[src/rtl/bip_pkg.sv]
// -----------------------------------------------------------------------------
// bip_pkg
//   Shared definitions for the accumulator-processor control unit:
//   opcode encodings, FSM state encoding, accumulator-source (SelA)
//   encodings, the decoded control bundle and the opcode decoder.
// -----------------------------------------------------------------------------
package bip_pkg;

  localparam int PC_WIDTH    = 11;
  localparam int INSTR_WIDTH = 16;
  localparam int OPC_WIDTH   = INSTR_WIDTH - PC_WIDTH;

  // Opcode field, Instr[15:11]
  localparam logic [4:0] OP_HLT  = 5'b00000;
  localparam logic [4:0] OP_STO  = 5'b00001;
  localparam logic [4:0] OP_LD   = 5'b00010;
  localparam logic [4:0] OP_LDI  = 5'b00011;
  localparam logic [4:0] OP_ADD  = 5'b00100;
  localparam logic [4:0] OP_ADDI = 5'b00101;
  localparam logic [4:0] OP_SUB  = 5'b00110;
  localparam logic [4:0] OP_SUBI = 5'b00111;

  // Accumulator source select
  localparam logic [1:0] SELA_ALU = 2'b00;
  localparam logic [1:0] SELA_IMM = 2'b01;
  localparam logic [1:0] SELA_MEM = 2'b10;

  typedef enum logic [1:0] {
    ST_FETCH  = 2'b00,
    ST_EXEC   = 2'b01,
    ST_HALTED = 2'b10
  } state_t;

  // Datapath / memory control lines produced during EXEC
  typedef struct packed {
    logic [1:0] sel_a;
    logic       sel_b;
    logic       wr_acc;
    logic       op;
    logic       wr_ram;
    logic       rd_ram;
  } ctrl_t;

  // Opcode decoder. HLT and every unassigned opcode yield no strobes.
  function automatic ctrl_t decode_op(input logic [4:0] opcode);
    ctrl_t c;
    c = '0;
    case (opcode)
      OP_STO: c.wr_ram = 1'b1;
      OP_LD: begin
        c.rd_ram = 1'b1;
        c.sel_a  = SELA_MEM;
        c.wr_acc = 1'b1;
      end
      OP_LDI: begin
        c.sel_a  = SELA_IMM;
        c.wr_acc = 1'b1;
      end
      OP_ADD, OP_SUB: begin
        c.rd_ram = 1'b1;
        c.sel_b  = 1'b1;
        c.op     = (opcode == OP_ADD);
        c.sel_a  = SELA_ALU;
        c.wr_acc = 1'b1;
      end
      OP_ADDI, OP_SUBI: begin
        c.sel_b  = 1'b0;
        c.op     = (opcode == OP_ADDI);
        c.sel_a  = SELA_ALU;
        c.wr_acc = 1'b1;
      end
      default: c = '0;
    endcase
    return c;
  endfunction

endpackage

[src/rtl/bip_control_program_counter.sv]
// -----------------------------------------------------------------------------
// program_counter
//   W-bit program counter with increment and hold enables.
//   Wraps silently from all-ones to zero.
// Ports:
//   clk     in   system clock, rising edge
//   rst_n   in   asynchronous active-low reset (count -> 0)
//   hold    in   freeze the count (overrides inc_en)
//   inc_en  in   advance the count by one
//   pc      out  current count
// -----------------------------------------------------------------------------
module program_counter #(
  parameter int W = 11
) (
  input  logic         clk,
  input  logic         rst_n,
  input  logic         hold,
  input  logic         inc_en,
  output logic [W-1:0] pc
);

  logic [W-1:0] pc_reg;
  logic [W-1:0] pc_next;

  always_comb begin
    pc_next = pc_reg;
    if (!hold && inc_en) begin
      pc_next = pc_reg + 1'b1;
    end
  end

  always_ff @(posedge clk or negedge rst_n) begin
    if (!rst_n) begin
      pc_reg <= '0;
    end else begin
      pc_reg <= pc_next;
    end
  end

  assign pc = pc_reg;

endmodule

[src/rtl/bip_control.sv]
// -----------------------------------------------------------------------------
// bip_control
//   Instruction-sequencing control unit for the accumulator processor.
//   Two-cycle FETCH/EXEC sequencing against a synchronous program memory,
//   absorbing HALTED state on HLT.
// Ports:
//   clk      in   system clock, rising edge
//   Reset_n  in   asynchronous active-low reset
//   Enable   in   run enable; low freezes state, PC and Addr, forces strobes 0
//   Instr    in   program-memory read data (valid one cycle after PC_Addr)
//   PC_Addr  out  program-memory read address
//   Addr     out  instruction operand field to datapath / data memory
//   SelA     out  accumulator source: 00 ALU, 01 immediate, 10 data memory
//   SelB     out  ALU operand B: 0 immediate, 1 data memory
//   WrAcc    out  accumulator write strobe
//   Op       out  ALU op: 1 add, 0 subtract
//   WrRam    out  data-memory write strobe
//   RdRam    out  data-memory read strobe
//   Halt     out  high once HLT has executed
//   Cycles   out  (only with BIP_CTRL_CYCLE_COUNT_EN) enabled-cycle count,
//                 frozen once halted, saturating at 0xFFFF
// Build option: define BIP_CTRL_CYCLE_COUNT_EN to add the Cycles counter.
// -----------------------------------------------------------------------------
module bip_control
  import bip_pkg::*;
#(
  parameter int PC_W    = 11,
  parameter int INSTR_W = 16
) (
  input  logic               clk,
  input  logic               Reset_n,
  input  logic               Enable,
  input  logic [INSTR_W-1:0] Instr,
  output logic [PC_W-1:0]    PC_Addr,
  output logic [PC_W-1:0]    Addr,
  output logic [1:0]         SelA,
  output logic               SelB,
  output logic               WrAcc,
  output logic               Op,
  output logic               WrRam,
  output logic               RdRam,
  output logic               Halt
`ifdef BIP_CTRL_CYCLE_COUNT_EN
  ,
  output logic [15:0]        Cycles
`endif
);

  state_t          state_reg;
  state_t          state_next;
  ctrl_t           ctrl;
  logic            pc_inc;
  logic            addr_load;
  logic [PC_W-1:0] pc;
  logic [PC_W-1:0] addr_reg;
  logic [4:0]      opcode;
  logic [PC_W-1:0] operand;

  assign opcode  = Instr[INSTR_W-1:PC_W];
  assign operand = Instr[PC_W-1:0];

  // ---------------------------------------------------------------------------
  // Next-state / output logic. Everything is gated by Enable so that a
  // disabled cycle leaves state, PC and Addr untouched and all strobes low.
  // ---------------------------------------------------------------------------
  always_comb begin
    state_next = state_reg;
    ctrl       = '0;
    pc_inc     = 1'b0;
    addr_load  = 1'b0;
    if (Enable) begin
      case (state_reg)
        ST_FETCH: state_next = ST_EXEC;
        ST_EXEC: begin
          ctrl      = decode_op(opcode);
          addr_load = 1'b1;
          if (opcode == OP_HLT) begin
            state_next = ST_HALTED;
          end else begin
            pc_inc     = 1'b1;
            state_next = ST_FETCH;
          end
        end
        ST_HALTED: state_next = ST_HALTED;
        default:   state_next = ST_FETCH;
      endcase
    end
  end

  always_ff @(posedge clk or negedge Reset_n) begin
    if (!Reset_n) begin
      state_reg <= ST_FETCH;
    end else begin
      state_reg <= state_next;
    end
  end

  // Operand register: captured at the end of each executed instruction and
  // held until the next one.
  always_ff @(posedge clk or negedge Reset_n) begin
    if (!Reset_n) begin
      addr_reg <= '0;
    end else if (addr_load) begin
      addr_reg <= operand;
    end
  end

  program_counter #(
    .W(PC_W)
  ) u_pc (
    .clk    (clk),
    .rst_n  (Reset_n),
    .hold   (!Enable),
    .inc_en (pc_inc),
    .pc     (pc)
  );

  // During an enabled EXEC the memory strobes are combinational, so the
  // operand is forwarded straight from Instr to keep the address aligned
  // with the strobe it qualifies; otherwise the captured value is shown.
  assign Addr    = addr_load ? operand : addr_reg;
  assign PC_Addr = pc;
  assign SelA    = ctrl.sel_a;
  assign SelB    = ctrl.sel_b;
  assign WrAcc   = ctrl.wr_acc;
  assign Op      = ctrl.op;
  assign WrRam   = ctrl.wr_ram;
  assign RdRam   = ctrl.rd_ram;
  assign Halt    = (state_reg == ST_HALTED);

`ifdef BIP_CTRL_CYCLE_COUNT_EN
  logic [15:0] cycles_reg;

  always_ff @(posedge clk or negedge Reset_n) begin
    if (!Reset_n) begin
      cycles_reg <= '0;
    end else if (Enable && (state_reg != ST_HALTED) && (cycles_reg != 16'hFFFF)) begin
      cycles_reg <= cycles_reg + 16'd1;
    end
  end

  assign Cycles = cycles_reg;
`endif

endmodule
[config.mk]
export PLATFORM = sky130hd
export DESIGN_NAME = bip_control
export DESIGN_NICKNAME = d
export VERILOG_FILES = /design/src/rtl/bip_pkg.sv /design/src/rtl/bip_control_program_counter.sv /design/src/rtl/bip_control.sv
export SDC_FILE = /design/constraint.sdc
export NUM_CORES = 1
export LEC_CHECK = 0
export ABC_AREA = 1
export CORE_MARGIN = 5
export CORE_UTILIZATION = 42
export CTS_CLUSTER_SIZE = 8
export DETAILED_ROUTE_END_ITERATION = 16
export GPL_TIMING_DRIVEN = 0
export PLACE_DENSITY = 0.82
export RECOVER_POWER = 100
export SETUP_SLACK_MARGIN = 0.3
export SLEW_MARGIN = 15
export SYNTH_ARGS = -nofsm -noshare
export SYNTH_HDL_FRONTEND = slang
export SYNTH_HIERARCHICAL = 1
export SYNTH_SLANG_ARGS = --single-unit
[constraint.sdc]
create_clock -name clk -period 1.8 [get_ports clk]
set_clock_uncertainty 0.2 [all_clocks]
set_input_delay 0.36 -clock clk [delete_from_list [all_inputs] [get_ports clk]]
set_output_delay 0.36 -clock clk [all_outputs]
set_load 0.02 [all_outputs]
Yosys cells after proc, flatten, opt, wreduce, memory -nomap -nowiden
Index checks and enable logic that the tools add are counted.
{"block": "totals", "reg_bits": 24, "latch_bits": 0, "ram_bits": 0, "romBits": 0, "in_bits": 19, "output_inout_bits": 30, "wordCells": 36, "memories": 0}
{"block": "classes", "add_sub_neg": 1, "mul": 0, "n_div": 0, "n_lt_le_gt_ge": 0, "n_eq_ne": 9, "shifts": 0, "muxes": 16, "bitwise_logic": 0, "n_reduce_logical": 7}
{"op": "$eq 5x3->1 const B", "n": 4}
{"op": "$mux 7", "n": 2}
{"op": "$add 11x1->11 const B", "n": 1}
{"op": "$mux 11", "n": 1}
{"op": "$eq 5x2->1 const B", "n": 2}
{"op": "$mux 1", "n": 9}
{"op": "$pmux 2 s3", "n": 1}
{"op": "$reduce_or 6->1", "n": 1}
{"op": "$eq 5x1->1 const B", "n": 1}
{"op": "$logic_not 5->1", "n": 1}
{"op": "$pmux 2 s2", "n": 1}
{"op": "$reduce_or 2->1", "n": 2}
{"op": "$reduce_or 3->1", "n": 1}
{"op": "$eq 2x1->1 const B", "n": 1}
{"op": "$eq 2x2->1 const B", "n": 1}
{"op": "$logic_not 2->1", "n": 1}
{"op": "$mux 2", "n": 1}
{"op": "$pmux 1 s2", "n": 1}
{"op": "$logic_and 1x1->1", "n": 1}

Depth between registers and ports, before layout
{"block": "depth", "depth_word": 5, "depth_mapped": 10, "depth_no_buf": 10}

Cells and area by module
Netlist, hierarchy kept.
{"module": "bip_control", "instances": 1, "cells_each": 80, "area_each_um2": 625.6, "seq_area_each_um2": 325.3}
{"module": "program_counter", "instances": 1, "cells_each": 70, "area_each_um2": 600.6, "seq_area_each_um2": 275.3}

Least setup slack after synthesis
No wires, ideal clock.
{"block": "synth_path", "path_kind": "reg-to-output", "start": "register state_reg[0]", "end": "output SelA[0]", "arrival_time_ns": 1.135, "required_time_ns": 1.240, "setup_slack_ns": 0.105, "path_stages_with_launch": 5, "n_path_buf": 0, "cell_sequence": "dfrtp_1 nand2_2 nor2_4 inv_2 nor3_1"}
{"block": "synth_via", "elab_chain_cells": 3}
{"element": "from (decl)", "line": "bip_control.sv:49", "text": "state_t state_reg;"}
{"element": "from (signal assigned)", "line": "bip_control.sv:94", "text": "state_reg <= state_next;"}
{"element": "$eq 2x1->1", "line": "bip_control.sv:72", "text": "case (state_reg)"}
{"element": "$mux 7", "line": "bip_control.sv:72"}
{"element": "$mux 7", "line": "bip_control.sv:71", "text": "if (Enable) begin"}
{"element": "to (decl)", "line": "bip_control.sv:36", "text": "output logic [1:0] SelA,"}
No other way between the ends.

Worst setup path in the final report
{"block": "layout_path", "start": "register state_reg[0]", "end": "output Addr[3]"}
{"block": "layout_via", "elab_chain_cells": 4}
{"element": "$eq 2x1->1", "line": "bip_control.sv:72"}
{"element": "$mux 1", "line": "bip_control.sv:72"}
{"element": "$mux 1", "line": "bip_control.sv:71"}
{"element": "$mux 11"}
{"element": "to (decl)", "line": "bip_control.sv:35", "text": "output logic [PC_W-1:0] Addr,"}
No other way between the ends.

==> results.tsv <==
metric	value	unit
status	finished with violations	
failing checks	setup timing	
reg2reg start	state_reg[0]	
Worst setup EP type	output port	
Nets	251	
WL final	3420	µm
CTS tree	yes	
most frequent CP cell	nand2_2	
Die Ht	64.0	µm
Area Overhead vs Synth	71.9	%
first-pass GRT wire length	5700	µm
Yosys top cell by area	dfrtp_1	
number of global-route vias before repair	1305	
synthesized instance count	150	
largest net degree at the start of global routing	25	
IO Port Bufs	48	
total track usage	0.172	
M1 GR Usage	0.196	
clock latency on the worst-skew pair	0.31	ns
reg-to-reg endpoint	u_pc/pc[9]	
Worst-path clk slew	0.13	ns
placed cells	229	
wire per inst	13.1	µm
Slew Limit Fails	0	
R2R depth	12	
Final Hold Vio Count	0	
number of detailed-route iterations in the first pass	4	
antenna cells	0	
slew margin rel.	0.615	
mapped cell area	1230	µm²
top-area cell type share of the netlist area	0.490	
Worst path slowest cell	dfrtp_1	
CP Launch Type	register	
clock buffer count from CTS	3	
critical path class	register to output port	
GRT Residual Overflow	0	
Rows	19	
worst path bufs/invs	3	
Yosys cell types	23	
PwrDens	1040	nW/µm²
Syn Area/Cell	8.17	µm²
Ys Warns	6	
Starting Density	0.441	
die area	4100	µm²
Clock Tree Root	clkbuf_4	
CTS Buffer Depth	2	
period utilization	1.13	
Placer Congestion	0.791	
Leakage	1.11	nW
detailed placer's ending HPWL	2290	µm
die width	64.0	µm
Top Usage Layer GRT	met2	
maxcap violations	0	
CP Max Fanout	6	
met2 Usage GRT	0.305	
worst setup path startpoint	state_reg[0]	
Final min period	2.04	ns
Initial DRC Count	38	
Setup TNS	-3.43	ns
slowest cell delay on critical path	0.39	ns
H-Tree Level Count	1	
met3 Track Usage GR	0.0508	
post-route insts no fill	261	
flop2flop setup slack	-0.04	ns
Achievable Freq	491	MHz
Seq/Total Area, Yosys	0.490	
crit path DAT	1.48	ns
# IOs	49	
hold crit path type	input pin to register	
Detail Route Antenna Nets	0	
Core ar.	2780	µm²
Worst-Margin Slew	0.578	ns
setup ws final	-0.235	ns
CP Data Required Time	1.24	ns
drt via density	4.83	
Min-Delay Endpoint	state_reg[0]	
hold path depth	3	
Remaining DRCs	0	
largest cells by area after synthesis	dfrtp_1 (49%), nand2_1 (17%), inv_1 (6.1%)	
Setup Slack @ Placement	-0.908	ns
layout cell share with drive strength beyond 1	0.461	
hold wc startpoint	Enable	
Syn Nets	170	
FF+latch count, synth	24	
Peak supply drop	0.906	mV
worst path cell trace	nand2_2 -> nor2_4 -> inv_4 -> buf_6 -> nand2_2 -> nand2_2 -> buf_6	
RSZ-0062 raised after global routing	true	
vias	1261	
clk sinks	24	
Final setup viols	24	
initial antenna violation count	0	
CP delay by family, top	simple AND/OR/NAND/NOR gates	
## how the worst max path moves through the flow
stage	endpoint	slack (ns)	cells past startpoint
floorplan	SelB	0.25	5
global placement	SelB	-0.86	7
detailed placement	SelB	-0.91	7
CTS	SelB	-0.26	6
global route	Addr[3]	-0.33	7
finish	Addr[3]	-0.24	7
## layout by cell type, fill, tap and decap left out, types with 2 or more instances in the layout
cell             instances
nand2_4                  4
nor3_4                   2
buf_6                   25
buf_2                    9
nand4_1                  4
xor2_1                   3
inv_1                   19
xnor2_1                  2
nor2_2                   2
dlygate4sd2_1            5
buf_4                   25
nand3_1                  6
clkdlybuf4s50_1         12
nand2_1                 36
nor2_4                   8
nand2_2                 18
dfrtp_1                 24
nor3_2                   2
clkbuf_4                 3
nor2_1                   7
## synth_stat cells
master    instances
buf_4             1
buf_6             1
dfrtp_1          24
ha_1              1
inv_1            20
inv_2             1
mux2_2            1
nand2_1          55
nand2_2           2
nand2_4           1
nand3_1           7
nand3b_1          1
nand4_1           4
nor2_1           12
nor2_2            1
nor2_4            4
nor3_1            3
nor3_2            1
nor3_4            1
o21ai_0           2
or2_2             1
xnor2_1           3
xor2_1            3
## tightest hold or removal path: stages
cell and delay (ns):
dlygate4sd2_1 0.26, nor2_1 0.09, nor3_1 0.06
## through the flow
| stage | total power [mW] | util | hold slack [ns] | instance area [µm²] |
|---|---|---|---|---|
| after floorplan | 1.26 | - | -0.136 | 1280 |
| after global placement | 1.63 | 0.646 | 0.251 | 1800 |
| after detailed placement | 1.66 | 0.646 | 0.255 | 1800 |
| after CTS | 2.11 | 0.713 | 0.177 | 1980 |
| after global routing | 2.34 | 0.758 | 0.273 | 2110 |
| final | 2.20 | 0.758 | 0.277 | 2110 |
## report_power, final
part | switching [mW] | internal, mW
sequential | 0.0650 | 0.673
combinational | 0.620 | 0.552
clock | 0.162 | 0.124
total | 0.847 | 1.35
## cells by family (layout without fill, tap and decap cells)
logic type | count (synthesis) | in the layout | synth area share
multiplexers | 1 | 1 | 0.00918
AO/OA/AOI/OAI | 2 | 2 | 0.00816
XOR/XNOR | 6 | 6 | 0.0429
flip-flops | 24 | 24 | 0.490
buffers and inverters | 23 | 103 | 0.0796
AND/OR/NAND/NOR | 93 | 93 | 0.360
adder cells (fa/ha/maj) | 1 | 1 | 0.0102
## per-layer routing
| metal | vias up | part of all wire | wire length [µm] |
|---|---|---|---|
| met5 | - | 0 | 0 |
| met4 | 0 | 0.0050 | 17 |
| met3 | 2 | 0.061 | 208 |
| met2 | 38 | 0.56 | 1900 |
| met1 | 602 | 0.38 | 1300 |
| li1 | 619 | - | - |
## what timing repair did
| item | 4_1_cts | 5_1_grt |
|---|---|---|
| endpoints found under the setup margin | 66 | 35 |
| pin swaps | 3 | 4 |
| hold endpoints to repair | 0 | 24 |
| resized for setup | 177 | 20 |
| buffers inserted | 20 | 6 |
| hold buffers | 0 | 1 |
| cloned | 1 | 0 |
## layout make-up
type / count / area (µm²)
repair buffers: 76 / 671
well taps: 31 / 38.8
plain buffers: 2 / 22.5
clock buffers: 4 / 36.3
fillers: 196 / 673
multi-input cells: 103 / 658
inverters: 21 / 81.3
flip-flops and latches: 24 / 601
Note: power is estimated with default switching activity, not from simulation.
